## src/rtl/dma_priority_arbiter_if.sv

```systemverilog
// rtl/dma_priority_arbiter_if.sv - request/hold/acknowledge bundle for dma_priority_arbiter
// master = timing-and-control / pin side, slave = arbiter side.
interface dma_priority_arbiter_if #(
  parameter int NUM_CH = 4
);
  localparam int CH_W = $clog2(NUM_CH);

  logic [NUM_CH-1:0] dreq;
  logic [NUM_CH-1:0] channelMask;
  logic              rotatePriority;
  logic              hlda;
  logic              assertDACK;
  logic              deassertDACK;
  logic              hrq;
  logic [NUM_CH-1:0] dack;
  logic [CH_W-1:0]   activeChannel;
  logic              grantValid;

  modport master (
    output dreq, channelMask, rotatePriority, hlda, assertDACK, deassertDACK,
    input  hrq, dack, activeChannel, grantValid
  );

  modport slave (
    input  dreq, channelMask, rotatePriority, hlda, assertDACK, deassertDACK,
    output hrq, dack, activeChannel, grantValid
  );
endinterface

```

## src/rtl/dma_priority_arbiter.sv

```systemverilog
// rtl/dma_priority_arbiter.sv - N-channel DMA request arbiter with HRQ/HLDA handshake and one-hot DACK
// Optional macro DMA_DREQ_SYNC_EN: two-flop synchronizer on dreq ahead of masking.
module dma_priority_arbiter #(
  parameter  int NUM_CH = 4,
  localparam int CH_W   = $clog2(NUM_CH)
) (
  input logic                   CLK,
  input logic                   RESET,
  dma_priority_arbiter_if.slave bus
);

  typedef enum logic [1:0] {SI, S0, SA, SD} state_e;

  state_e            state_q, state_d;
  logic              hrq_q, hrq_d;
  logic              gv_q, gv_d;
  logic [NUM_CH-1:0] dack_q, dack_d;
  logic [CH_W-1:0]   active_q, active_d;
  logic [CH_W-1:0]   top_q, top_d;

  logic [NUM_CH-1:0] dreq_s;
  logic [NUM_CH-1:0] pending;
  logic [CH_W-1:0]   scan_start;
  logic [CH_W-1:0]   winner;

`ifdef DMA_DREQ_SYNC_EN
  logic [NUM_CH-1:0] sync1_q, sync2_q;

  always_ff @(posedge CLK or negedge RESET) begin
    if (!RESET) begin
      sync1_q <= '0;
      sync2_q <= '0;
    end else begin
      sync1_q <= bus.dreq;
      sync2_q <= sync1_q;
    end
  end

  assign dreq_s = sync2_q;
`else
  assign dreq_s = bus.dreq;
`endif

  assign pending    = dreq_s & ~bus.channelMask;
  assign scan_start = bus.rotatePriority ? top_q : '0;

  function automatic logic [CH_W-1:0] next_ch(input logic [CH_W-1:0] ch);
    return (ch == CH_W'(NUM_CH - 1)) ? '0 : ch + 1'b1;
  endfunction

  // First pending channel found walking upward from start, wrapping at NUM_CH.
  function automatic logic [CH_W-1:0] pick(input logic [NUM_CH-1:0] p,
                                           input logic [CH_W-1:0]   start);
    logic            found;
    logic [CH_W-1:0] idx;
    logic [CH_W-1:0] res;
    found = 1'b0;
    idx   = start;
    res   = '0;
    for (int i = 0; i < NUM_CH; i++) begin
      if (!found && p[idx]) begin
        res   = idx;
        found = 1'b1;
      end
      idx = next_ch(idx);
    end
    return res;
  endfunction

  assign winner = pick(pending, scan_start);

  always_comb begin
    state_d  = state_q;
    hrq_d    = hrq_q;
    gv_d     = gv_q;
    dack_d   = dack_q;
    active_d = active_q;
    top_d    = top_q;
    unique case (state_q)
      SI: begin
        if (pending != '0) begin
          active_d = winner;
          hrq_d    = 1'b1;
          gv_d     = 1'b1;
          state_d  = S0;
        end
      end
      S0: begin
        if (!pending[active_q]) begin
          hrq_d   = 1'b0;
          gv_d    = 1'b0;
          state_d = SI;
        end else if (bus.hlda) begin
          state_d = SA;
        end
      end
      SA: begin
        if (!bus.hlda) begin
          hrq_d   = 1'b0;
          gv_d    = 1'b0;
          dack_d  = '0;
          state_d = SI;
        end else if (bus.assertDACK) begin
          dack_d           = '0;
          dack_d[active_q] = 1'b1;
          state_d          = SD;
        end
      end
      SD: begin
        // Losing HLDA is an abort: the served channel keeps its priority slot.
        if (!bus.hlda) begin
          hrq_d   = 1'b0;
          gv_d    = 1'b0;
          dack_d  = '0;
          state_d = SI;
        end else if (bus.deassertDACK) begin
          hrq_d   = 1'b0;
          gv_d    = 1'b0;
          dack_d  = '0;
          state_d = SI;
          if (bus.rotatePriority) begin
            top_d = next_ch(active_q);
          end
        end
      end
      default: begin
        state_d = SI;
      end
    endcase
  end

  always_ff @(posedge CLK or negedge RESET) begin
    if (!RESET) begin
      state_q  <= SI;
      hrq_q    <= 1'b0;
      gv_q     <= 1'b0;
      dack_q   <= '0;
      active_q <= '0;
      top_q    <= '0;
    end else begin
      state_q  <= state_d;
      hrq_q    <= hrq_d;
      gv_q     <= gv_d;
      dack_q   <= dack_d;
      active_q <= active_d;
      top_q    <= top_d;
    end
  end

  assign bus.hrq           = hrq_q;
  assign bus.grantValid    = gv_q;
  assign bus.dack          = dack_q;
  assign bus.activeChannel = active_q;

endmodule

```

## src/flat_wrapper.sv

```systemverilog
// flat-port wrapper written by rule: the top's interface ports become plain ports
module dma_priority_arbiter_flat 
#(
  parameter  int NUM_CH = 4,
  localparam int CH_W   = $clog2(NUM_CH)
)
  (CLK, RESET, bus_dreq, bus_channelMask, bus_rotatePriority, bus_hlda, bus_assertDACK, bus_deassertDACK, bus_hrq, bus_dack, bus_activeChannel, bus_grantValid);
  dma_priority_arbiter_if #(.NUM_CH(NUM_CH)) bus_i ();
  input logic CLK;
  input logic RESET;
  input wire logic [$bits(bus_i.dreq)-1:0] bus_dreq;
  input wire logic [$bits(bus_i.channelMask)-1:0] bus_channelMask;
  input wire logic [$bits(bus_i.rotatePriority)-1:0] bus_rotatePriority;
  input wire logic [$bits(bus_i.hlda)-1:0] bus_hlda;
  input wire logic [$bits(bus_i.assertDACK)-1:0] bus_assertDACK;
  input wire logic [$bits(bus_i.deassertDACK)-1:0] bus_deassertDACK;
  output wire logic [$bits(bus_i.hrq)-1:0] bus_hrq;
  output wire logic [$bits(bus_i.dack)-1:0] bus_dack;
  output wire logic [$bits(bus_i.activeChannel)-1:0] bus_activeChannel;
  output wire logic [$bits(bus_i.grantValid)-1:0] bus_grantValid;
  assign bus_i.dreq = bus_dreq;
  assign bus_i.channelMask = bus_channelMask;
  assign bus_i.rotatePriority = bus_rotatePriority;
  assign bus_i.hlda = bus_hlda;
  assign bus_i.assertDACK = bus_assertDACK;
  assign bus_i.deassertDACK = bus_deassertDACK;
  assign bus_hrq = bus_i.hrq;
  assign bus_dack = bus_i.dack;
  assign bus_activeChannel = bus_i.activeChannel;
  assign bus_grantValid = bus_i.grantValid;
  dma_priority_arbiter #(.NUM_CH(NUM_CH)) u_core (.CLK(CLK), .RESET(RESET), .bus(bus_i));
endmodule
```

## config.mk

```make
export PLATFORM = sky130hd
export DESIGN_NAME = dma_priority_arbiter_flat
export DESIGN_NICKNAME = d
export VERILOG_FILES = /design/src/rtl/dma_priority_arbiter_if.sv /design/src/rtl/dma_priority_arbiter.sv /design/src/flat_wrapper.sv
export SDC_FILE = /design/constraint.sdc
export NUM_CORES = 1
export LEC_CHECK = 0
export CAP_MARGIN = 20
export CORE_MARGIN = 2
export CORE_UTILIZATION = 52
export CTS_CLUSTER_SIZE = 14
export DETAILED_ROUTE_END_ITERATION = 7
export PLACE_DENSITY = 0.86
export SLEW_MARGIN = 10
export SYNTH_ARGS = -nofsm -noshare
export SYNTH_HDL_FRONTEND = slang
export SYNTH_SLANG_ARGS = --single-unit
```

## constraint.sdc

```tcl
create_clock -name CLK -period 3.24 [get_ports CLK]
set_clock_uncertainty 0.05 [all_clocks]
set_input_delay 0.972 -clock CLK [delete_from_list [all_inputs] [get_ports CLK]]
set_output_delay 0.972 -clock CLK [all_outputs]
set_load 0.1 [all_outputs]
```

### After elaboration in Yosys (flattened, before gate mapping)

Cells that the tools add are included.

* eq/ne operators: 13
* $add $sub $neg: 4
* reductions and logical operators: 15
* mux-type cells: 43
* bitwise operators: 2
* $lt $le $gt $ge: 6

Operators by type and width (number)
* $mux W2: 16
* $mux W4: 4
* $lt A2 B3 Y1 const B: 5
* $mux W1: 14
* $eq A2 B2 Y1 const B: 6
* $reduce_and A4 Y1: 3
* $bmux W1 S2: 5
* $ne A3 B3 Y1 const B: 3
* $add A2 B1 Y2 const B: 4
* $pmux W2 S4: 1
* $pmux W4 S2: 1
* $and A4 B4 Y4: 1
* $logic_and A1 B1 Y1: 4
* $ne A2 B2 Y1 const B: 2
* $not A4 Y4: 1
* $pmux W1 S4: 1
* $reduce_bool A4 Y1: 1
* $logic_not A1 Y1: 3
* $reduce_and A3 Y1: 1
* $demux W1 S2: 1
* $eq A2 B1 Y1 const B: 1
* $ge A2 B1 Y1 const B: 1
* $logic_not A2 Y1: 1
* $ne A2 B1 Y1 const B: 1
* other kinds (2): 2

* input port bits: 14
* output and inout port bits: 8
* bits in registers: 11

### Longest topological paths before layout

* depth after elaboration: 14
* mapped depth: 6
* depth with buffers taken out: 5

### Least setup slack after synthesis

No wires, ideal clock.

* kind: reg-to-output
* start point: reg u_core.hrq_q, in the netlist u_core.bus.hrq
* end point: out bus_hrq
* setup slack: 0.846 ns
* arrival time: 1.372 ns
* cell stages (with the launch flop): 2
* cell sequence: dfrtp_1 > buf_4

RTL lines
* start: declaration: RTL line dma_priority_arbiter.sv:15 `logic hrq_q, hrq_d;`
* start signal: assignment: RTL line dma_priority_arbiter.sv:142 `hrq_q <= hrq_d;`
* end: declaration: RTL line flat_wrapper.sv:17 `output wire logic [$bits(bus_i.hrq)-1:0] bus_hrq;`

No word-level cell between the ends.

### Worst setup path in the final report

* start point: in bus_dreq[3]
* end point: reg u_core.active_q[0], in the netlist u_core.bus.activeChannel[0]

* longest elaborated chain between the ends: 13
* elaborated cells between the ends (all ways): 24

Ends and longest elaborated chain
* start: declaration: RTL line flat_wrapper.sv:11 `input wire logic [$bits(bus_i.dreq)-1:0] bus_dreq;`
* $and A4 B4 Y4 *: RTL line dma_priority_arbiter.sv:44 `assign pending = dreq_s & ~bus.channelMask;`
* $bmux W1 S2: RTL line dma_priority_arbiter.sv:61 `if (!found && p[idx]) begin`
* $mux W1 (implied by the code): RTL line dma_priority_arbiter.sv:61
* $mux W1: RTL line dma_priority_arbiter.sv:61
* $logic_not A1 Y1: RTL line dma_priority_arbiter.sv:61
* $logic_and A1 B1 Y1: RTL line dma_priority_arbiter.sv:61
* $mux W1: RTL line dma_priority_arbiter.sv:61
* $logic_not A1 Y1: RTL line dma_priority_arbiter.sv:61
* $logic_and A1 B1 Y1: RTL line dma_priority_arbiter.sv:61
* $mux W1: RTL line dma_priority_arbiter.sv:61
* $logic_not A1 Y1: RTL line dma_priority_arbiter.sv:61
* $logic_and A1 B1 Y1: RTL line dma_priority_arbiter.sv:61
* $mux W2: RTL line dma_priority_arbiter.sv:61
* end signal: assignment: RTL line dma_priority_arbiter.sv:145 `active_q <= active_d;`
* end: declaration: RTL line dma_priority_arbiter.sv:18 `logic [CH_W-1:0] active_q, active_d;`

Mark *: on every way between the ends. The rest lies on a longest branch, timed or not. The select of a mux whose other input is x is not followed.
A chain may end at the register's enable or synchronous reset.

==> run_results.csv <==
group,metric,value,unit
die,coreArea,1690,um^2
clocking,root_buffer,"clkbuf_4",
power_and_ir_drop,power_density,887,nW/um^2
min_path,hp-class,"flop to flop",
cells_and_area,postLayoutCellArea,1130,um^2
clocking,cts_sinks,11,
critical_path,worst-setup-path-type,"input pin to flop",
timing,finalMaxSlewViolations,0,
power_and_ir_drop,seqPwrFrac,0.262,
timing,hold_violations,0,
min_path,hp-start,"u_core.bus.dack[0]",
timing,timing.max_slew.rel_slack,0.669,
yosys,synthFlopType,"dfrtp_1",
die,die_height,46.1,um
grt,met2_usage,0.353,
cells_and_area,fillers,152,
clocking,path_clk_slew,0.07,ns
critical_path,cp_cell_sequence,"clkdlybuf4s50_1 > nor2b_1 > o22ai_1 > a221oi_1 > o31ai_1 > o2bb2ai_1",
critical_path,critical-path-top-delay-family,"compound AO/OA/AOI/OAI gates",
timing,max_freq,409,MHz
cells_and_area,final_core_util,0.667,
grt,grt_max_degree,12,
yosys,syn-mean-instance-area,8.46,um^2
power_and_ir_drop,swShare,0.584,
placement,place_area,1100,um^2
yosys,synth.area.top_cells,"dfrtp_1 30%, nand2_1 8.5%, ha_1 5.4%, mux4_2 4.9%, a21oi_1 3.8%",
yosys,yosys.cell_types.count,40,
grt,grt-ovfl-total,0,
power_and_ir_drop,switchingPower,0.585,mW
cells_and_area,n_antenna_cell,0,
timing,tightestPinTransition,0.494,ns
clocking,cts_resized,0,
critical_path,crit_fanout,5,
timing,rsz0062_at_grt,"no",
drt,drtIter0Drc,22,
cells_and_area,area_growth,22.3,%
placement,dp_hpwl,1500,um
timing,setup_viol,0,
power_and_ir_drop,comb_power_share,0.643,
drt,drt_pass1_iterations,4,
yosys,yosysMostFrequentCell,"nand2_1",
critical_path,slowest_delay,0.49,ns
critical_path,reg2reg_slack,1.57,ns
placement,routabilityCongestion,0.884,
die,die_width,46.1,um
critical_path,start_kind,"input pin",
timing,post-route-min-period,2.45,ns
power_and_ir_drop,total_power,1.00,mW
clocking,hold_buffers,0,
die,dieArea,2130,um^2
critical_path,crit_cells,6,
grt,grtUsageTotal,0.221,
drt,drt-total-wl,1980,um
yosys,yosysWarnings,0,
placement,io_buffers,21,
power_and_ir_drop,clock_power_share,0.095,
cells_and_area,drive_above_1_share,0.163,
clocking,insertion_delay,0.27,ns
yosys,synth_top_area_share,0.299,
clocking,cts_tree,"done",
die,pin_count,22,
clocking,cts_made_buffers,3,
power_and_ir_drop,internal_power,0.416,mW
critical_path,r2r_end,"u_core.bus.activeChannel[0]",
critical_path,crit_start,"bus_dreq[3]",
die,row_count,15,
grt,grt_pass1_wl,3320,um
yosys,yosysSeqAreaShare,0.299,
power_and_ir_drop,power.leakage,0.486,nW
yosys,ys_ff_latch,11,
critical_path,reg2reg_from,"u_core.top_q[1]",
grt,grt_pass1_vias,748,
yosys,syn_area,922,um^2
critical_path,arrival,2.56,ns
yosys,synth_area_leader_cell,"dfrtp_1",
critical_path,crit_end,"u_core.bus.activeChannel[0]",
clocking,post_cts_buffers,0,
drt,drc_errors,0,
clocking,cts_buffer_depth,2,
cells_and_area,fin_nets,148,
clocking,htree_levels,1,
critical_path,end_kind,"flop",
drt,final_antenna_net_count,0,
run,cap_violations,0,
drt,routed-via-count,903,
grt,grt.met3_usage,0.0235,
power_and_ir_drop,ir_worst_vdd,0.504,mV
critical_path,path_buf_inv,1,
yosys,synth_edf_count,0,
drt,wl_per_cell,13.6,um
grt,grt_use_met1,0.274,
yosys,yosys-top-cells-count,"21 x nand2_1, 11 x dfrtp_1, 7 x a21oi_1",
die,start_util,0.546,
critical_path,critPathSlowestCell,"clkdlybuf4s50_1",
grt,antenna_found_initial,0,
timing,period_share,0.755,
grt,busiest_layer,"met2",
yosys,synthArstFlopShare,1.00,
yosys,synthCells,109,
yosys,syn_nets,127,
drt,routed_via_density,6.18,
timing,setup_tns,0,ns
critical_path,required,3.35,ns
timing,whs,0.436,ns
critical_path,worstRegToRegCells,5,
run_status,status,"completed",
state kept, by name, summed over array words and instances (netlist names):
| signal | cells |
|---|---|
| u_core.bus.dack | 4 |
| u_core.bus.activeChannel | 2 |
| u_core.state_q | 2 |
| u_core.top_q | 2 |
| u_core.bus.hrq | 1 |
through the flow:
stage	setup WS (ns)	std cells
final	0.793	146
after floorplan	0.846	109
after global routing	0.698	146
after CTS	0.817	146
after global placement	0.600	142
after detailed placement	0.516	142
worst min-delay path by stage:
| stage | endpoint | slack, ns | depth (start not counted) |
|---|---|---|---|
| 6_report | u_core.bus.dack[0] | 0.44 | 2 |
| 3_3_place_gp | u_core.bus.dack[2] | 0.41 | 2 |
| 2_1_floorplan | u_core.top_q[0] | 0.45 | 2 |
| 4_1_cts | u_core.bus.dack[0] | 0.44 | 2 |
| 5_1_grt | u_core.bus.dack[1] | 0.46 | 2 |
| 3_5_place_dp | u_core.bus.dack[0] | 0.42 | 2 |
area by class of cell:
cell class,count,area (um^2),area share
Clock buffer,3,22.5,0.0200
Sequential cell,11,275,0.244
Clock inverter,1,5.00,0.00444
Timing Repair Buffer,21,190,0.169
Multi-Input combinational cell,89,598,0.531
Inverter,4,15.0,0.0133
Tap cell,17,21.3,0.0189
logic make-up (layout without fill, tap and decap cells):
kind of cell,count (synthesis),after routing,synth area share
AO/OA/AOI/OAI,29,29,0.217
adder cells (fa/ha/maj),4,4,0.0543
buffers and inverters,9,29,0.0529
flip-flops,11,11,0.299
multiplexers,5,5,0.0828
AND/OR/NAND/NOR,51,51,0.294
tightest hold or removal path: stages, from the launching register on:
cell,delay (ns)
dfrtp_1,0.35
nand2_1,0.04
o21ai_0,0.06
cell usage in the layout, fill, tap and decap left out, types with 2 or more instances in the layout:
| cell type | count |
|---|---|
| nand2b_1 | 3 |
| nand4_1 | 2 |
| nand2_1 | 21 |
| mux2i_1 | 2 |
| a21boi_0 | 2 |
| inv_1 | 4 |
| nand3_1 | 2 |
| ha_1 | 4 |
| o22ai_1 | 3 |
| nor2_1 | 6 |
| clkbuf_4 | 3 |
| o31ai_1 | 3 |
| buf_4 | 8 |
| clkdlybuf4s50_1 | 13 |
| nor2b_1 | 2 |
| o21ai_0 | 4 |
| dfrtp_1 | 11 |
| a221oi_1 | 2 |
| mux4_2 | 2 |
| nor3_1 | 5 |
| a21oi_1 | 7 |
power groups by stage:
| stage | Clock (mW) | Sequential, mW | Combinational [mW] |
|---|---|---|---|
| after floorplan | 0 | 0.498 | 0.283 |
| after global placement | 0 | 0.263 | 0.633 |
| after detailed placement | 0 | 0.264 | 0.643 |
| after CTS | 0.0997 | 0.262 | 0.643 |
| after global routing | 0.106 | 0.273 | 0.684 |
| final | 0.0949 | 0.262 | 0.643 |
metal layers:
layer / vias up / wire [um]
li1: 436 / -
met1: 420 / 836
met2: 40 / 958
met3: 7 / 125
met4: 0 / 65
met5: - / 0
No activity file was read; power rests on OpenSTA's default activity.
